### src/rtl/axi_wr_responder.sv
// AXI-style write responder: one outstanding burst, incrementing writes into a
// register-file memory that can be read combinationally through a debug port.
module axi_wr_responder #(
    parameter int ADDR_W = 8,
    parameter int DATA_W = 8
) (
    input  logic              clk,
    input  logic              rst,
    input  logic              AWVALID,
    output logic              AWREADY,
    input  logic [ADDR_W-1:0] AWADDR,
    input  logic [3:0]        AWLEN,
    input  logic [3:0]        AWID,
    input  logic              WVALID,
    output logic              WREADY,
    input  logic [DATA_W-1:0] WDATA,
    input  logic              WLAST,
    output logic              BVALID,
    input  logic              BREADY,
    output logic [3:0]        BID,
    output logic [1:0]        BRESP,
    input  logic [ADDR_W-1:0] dbg_addr,
    output logic [DATA_W-1:0] dbg_data
);

    localparam int DEPTH = 1 << ADDR_W;

    typedef enum logic [1:0] {S_IDLE, S_DATA, S_RESP} state_t;

    state_t              state_q, state_d;
    logic [ADDR_W-1:0]   addr_q, addr_d;
    logic [3:0]          len_q, len_d;
    logic [3:0]          id_q, id_d;
    logic [4:0]          cnt_q, cnt_d;
    logic                err_q, err_d;
    logic                mem_we;
    logic [DATA_W-1:0]   mem_q [DEPTH];

    logic                in_range;
    assign in_range = (cnt_q <= {1'b0, len_q});

    always_comb begin
        state_d = state_q;
        addr_d  = addr_q;
        len_d   = len_q;
        id_d    = id_q;
        cnt_d   = cnt_q;
        err_d   = err_q;
        mem_we  = 1'b0;
        case (state_q)
            S_IDLE: begin
                if (AWVALID) begin
                    addr_d  = AWADDR;
                    len_d   = AWLEN;
                    id_d    = AWID;
                    cnt_d   = '0;
                    err_d   = 1'b0;
                    state_d = S_DATA;
                end
            end
            S_DATA: begin
                if (WVALID) begin
                    if (in_range) begin
                        mem_we = 1'b1;
                        addr_d = addr_q + 1'b1;
                    end else begin
                        err_d = 1'b1;
                    end
                    if (WLAST && (cnt_q != {1'b0, len_q}))
                        err_d = 1'b1;
                    // Saturate so a long overrun can never wrap back into range.
                    if (cnt_q != 5'd31)
                        cnt_d = cnt_q + 5'd1;
                    if (WLAST)
                        state_d = S_RESP;
                end
            end
            S_RESP: begin
                if (BREADY)
                    state_d = S_IDLE;
            end
            default: state_d = S_IDLE;
        endcase
    end

    always_ff @(posedge clk or negedge rst) begin
        if (!rst) begin
            state_q <= S_IDLE;
            addr_q  <= '0;
            len_q   <= '0;
            id_q    <= '0;
            cnt_q   <= '0;
            err_q   <= 1'b0;
        end else begin
            state_q <= state_d;
            addr_q  <= addr_d;
            len_q   <= len_d;
            id_q    <= id_d;
            cnt_q   <= cnt_d;
            err_q   <= err_d;
        end
    end

    always_ff @(posedge clk or negedge rst) begin
        if (!rst) begin
            for (int i = 0; i < DEPTH; i++)
                mem_q[i] <= '0;
        end else if (mem_we) begin
            mem_q[addr_q] <= WDATA;
        end
    end

    assign AWREADY  = (state_q == S_IDLE);
    assign WREADY   = (state_q == S_DATA);
    assign BVALID   = (state_q == S_RESP);
    assign BID      = (state_q == S_RESP) ? id_q : 4'd0;
    assign BRESP    = (state_q == S_RESP && err_q) ? 2'b10 : 2'b00;
    assign dbg_data = mem_q[dbg_addr];

endmodule

### config.mk
export PLATFORM = sky130hd
export DESIGN_NAME = axi_wr_responder
export DESIGN_NICKNAME = d
export VERILOG_FILES = /design/src/rtl/axi_wr_responder.sv
export SDC_FILE = /design/constraint.sdc
export NUM_CORES = 2
export LEC_CHECK = 0
export CAP_MARGIN = 5
export CORE_UTILIZATION = 50
export CTS_CLUSTER_DIAMETER = 120
export CTS_CLUSTER_SIZE = 10
export DETAILED_ROUTE_END_ITERATION = 10
export GPL_ROUTABILITY_DRIVEN = 0
export PLACE_DENSITY = 0.73
export SYNTH_ARGS = -nofsm -noshare
export SYNTH_HDL_FRONTEND = slang
export SYNTH_SLANG_ARGS = --single-unit
### constraint.sdc
create_clock -name clk -period 3.6 [get_ports clk]
set_clock_uncertainty 0.05 [all_clocks]
set_input_delay 0.72 -clock clk [delete_from_list [all_inputs] [get_ports clk]]
set_output_delay 0.72 -clock clk [all_outputs]
set_load 0.01 [all_outputs]
==> flow_summary_export.csv <==
group,metric,value,unit
run_status,status,"finished, violations left",
run_status,violations,"setup timing",
global_route,grt_pass1_wl,396,mm
clocking,cts.clk_slew.worst_paths,0.05,ns
drt,drt_iter0_drc,4408,
setup_path,cp-end-kind,"primary output",
floorplan,num_rows,159,
setup_path,critPathLaunchType,"input port",
setup_path,crit_type,"input port to primary output",
placed_design,dp_hpwl,171,mm
global_route,antenna_found_initial,8,
timing,relSlewSlack,0.305,
timing,tightest_slew,1.04,ns
synth,yosysWarningCount,0,
flow_run,maxCapViolCount,0,
power_and_ir_drop,power_density,534,nW/um^2
floorplan,ios,55,
timing,finalSetupViolCount,8,
clocking,clk_latency,0.87,ns
setup_path,worstPathArrival,3.37,ns
synth,yosysUniqueCellTypes,65,
clocking,cts_max_level,4,
placed_design,place_area,103000,um^2
hold_path,hp-start,"WDATA[3]",
floorplan,dieHeight,438,um
synth,async_reset_ff_frac,1.00,
setup_path,slowest_delay,0.63,ns
synth,synth_nets,6228,
floorplan,die_area,192000,um^2
floorplan,die_width,438,um
floorplan,core-area,188000,um^2
clocking,cts_buffers,225,
timing,slew_violations,0,
hold_path,hp-class,"input port to flip-flop",
clocking,clock-root-buffer,"clkbuf_16",
synth,netlist_area,95200,um^2
setup_path,crit_chain,"buf_8, buf_8, nand2_4, buf_6, buf_4, o221ai_4, a21oi_2, o32ai_2, buf_4, nor3_4, nor4_4, buf_2",
timing,post-route-min-period,4.14,ns
final_layout,nNetsFinal,6731,
global_route,grt_max_degree,120,
synth,ys_ff_latch,2072,
drt,drt_wl_total,258,mm
timing,period_share,1.15,
global_route,grt_pass1_vias,61800,
final_layout,final_core_util,0.589,
drt,first_pass_iters,5,
drt,drc,0,
final_layout,drive_gt1_frac,0.547,
final_layout,final_cell_area,111000,um^2
final_layout,syn2layout_area_growth,16.6,%
timing,max_freq,242,MHz
setup_path,r2r-start,"cnt_q[2]$_DFFE_PN0P_",
power_and_ir_drop,p_leak,55.0,nW
placed_design,io_buffers,53,
global_route,grtUsageTotal,0.272,
timing,finalHoldViolations,0,
timing,rsz0062_at_grt,"yes",
drt,antenna_left,0,
drt,wl_per_cell,28.1,um
floorplan,start_util,0.505,
setup_path,cp-startpoint,"dbg_addr[1]",
clocking,clk_path_buf_depth,3,
clocking,clock_sinks,2072,
global_route,gr-total-overflow,0,
synth,synth_edf_count,0,
setup_path,path_max_fanout,12,
synth,ys_seq_area_frac,0.545,
power_and_ir_drop,irDropWorstVdd,0.000463,V
drt,vias_per_cell,6.29,
synth,synth_flop_cell,"dfrtp_1",
synth,postSynthAreaPerCell,15.4,um^2
clocking,cts_tree,"yes",
setup_path,cpMaxStageDelayCell,"nor4_4",
synth,synth_cells,6180,
drt,num_vias,57900,
timing,layout_setup_ws,-0.538,ns
setup_path,cp.required,2.83,ns
## synthesized netlist by cell type (all sizes together) (4+ instances only)
cell type | number | area [um^2]
dfrtp | 2072 | 51800
mux2 | 2063 | 23200
mux4 | 445 | 10000
clkbuf | 323 | 1210
nand2 | 259 | 1640
a22oi | 162 | 1220
buf | 162 | 1130
mux2i | 119 | 1190
a21oi | 110 | 551
nand3 | 77 | 485
o21ai | 44 | 220
nor2 | 40 | 158
o221ai | 34 | 304
nor3 | 29 | 176
a211oi | 21 | 163
inv | 21 | 78.8
o22ai | 21 | 131
a221oi | 20 | 175
and3 | 20 | 125
a22o | 13 | 114
nor4 | 12 | 75.1
and2 | 11 | 68.8
nor2b | 11 | 68.8
ha | 10 | 125
a31oi | 9 | 56.3
nand2b | 8 | 57.6
nand4 | 7 | 43.8
o211ai | 7 | 52.6
o221a | 6 | 67.6
a221o | 5 | 50.1
o32ai | 4 | 35.0
## layer usage
metal	global-route usage	part of all wire
met4	0.122	0.046
met1	0.367	0.41
met5	0	0
met2	0.434	0.48
met3	0.0447	0.063
## cell usage in the layout (no fill, tap or decap), types with 13 or more instances in the layout
| cell type | count |
|---|---|
| inv_1 | 17 |
| buf_4 | 532 |
| nand3_2 | 20 |
| o221ai_1 | 27 |
| buf_6 | 37 |
| a22oi_1 | 115 |
| clkbuf_16 | 227 |
| o22ai_1 | 17 |
| mux4_2 | 445 |
| buf_8 | 21 |
| a21oi_1 | 74 |
| a22o_1 | 13 |
| o21ai_0 | 35 |
| and3_2 | 13 |
| buf_16 | 14 |
| nand2_1 | 150 |
| a21oi_2 | 30 |
| buf_12 | 113 |
| a22oi_2 | 47 |
| nor3_1 | 16 |
| mux2_2 | 1900 |
| nand3_1 | 57 |
| clkdlybuf4s50_1 | 28 |
| nand2_2 | 27 |
| mux2i_1 | 114 |
| mux2_1 | 163 |
| nand2_4 | 82 |
| nor2_1 | 27 |
| dfrtp_1 | 2072 |
## cell type report
class / count / area, um^2
sequential: 2072 / 51800
inverter: 22 / 86.3
clock buffer: 226 / 5660
tap: 2495 / 3120
antenna: 6 / 15.0
timing repair buffer: 761 / 7880
multi-input combinational: 3601 / 42000
clock inverter: 15 / 335
fill: 13900 / 77400
## report_power, final
part	leakage (nW)	total [W]	switching [W]	internal [W]
clock network	2.92	0.0201	0.00906	0.0110
registers	28.8	0.0287	0.00190	0.0268
logic	23.2	0.0104	0.00513	0.00531
total	55.0	0.0592	0.0161	0.0432
## kinds of logic after synthesis
family,after synthesis,share of synthesized area
and+or+nand+nor,488,0.0317
xor gates and xnor gates,2,0.000184
AOI/OAI and AO/OA,473,0.0346
buffers and inverters,507,0.0255
other,1,0.0000394
DFF,2072,0.545
adders and majority gates,10,0.00131
muxes,2627,0.362
## final timing paths
kind / endpoint / slack, ns / cells after the start
setup / recovery: dbg_data[4] / -0.54 / 12
hold / removal: mem_q[107]$_DFFE_PN0P_ / 0.36 / 2
setup reg to reg: mem_q[150]$_DFFE_PN0P_ / 0.34 / 9
hold reg to reg: mem_q[1091]$_DFFE_PN0P_ / 0.44 / 1
max in group asynchronous: mem_q[1794]$_DFFE_PN0P_ / 1.67 / 4
min in group asynchronous: mem_q[83]$_DFFE_PN0P_ / 0.45 / 2
## state kept, by name (all words and copies together) (netlist names)
name,cells
mem_q,2048
err_q,1
id_q,4
len_q,4
state_q,2
addr_q,8
cnt_q,5
## critical path: cells and delay by family
family          cells  cell delay, ns
buf+inv             6            1.12
simple gates        3            0.79
compound gates      3            0.71
## through the flow
stage	cells	TNS (ns)	power, W	worst slack (ns)	hold WS, ns
floorplan	6180	0	0.0349	0.171	0.374
global placement	8856	-11.70	0.0384	-1.94	0.418
detailed placement	8857	-11.09	0.0390	-1.75	0.425
CTS	9156	-3.24	0.0594	-0.448	0.325
global route	9195	-3.35	0.0615	-0.482	0.366
finish	9198	-3.39	0.0592	-0.538	0.360
## what timing repair did
| item | in CTS | in global routing |
|---|---|---|
| hold buffers | 1 | 0 |
| gates cloned | 6 | 1 |
| pin swaps | 61 | 49 |
| setup buffers | 58 | 41 |
| setup endpoints to repair | 8 | 8 |
| endpoints found under the hold margin | 67 | 0 |
| gates resized for setup | 274 | 81 |
No activity file was read; power rests on OpenSTA's default activity.
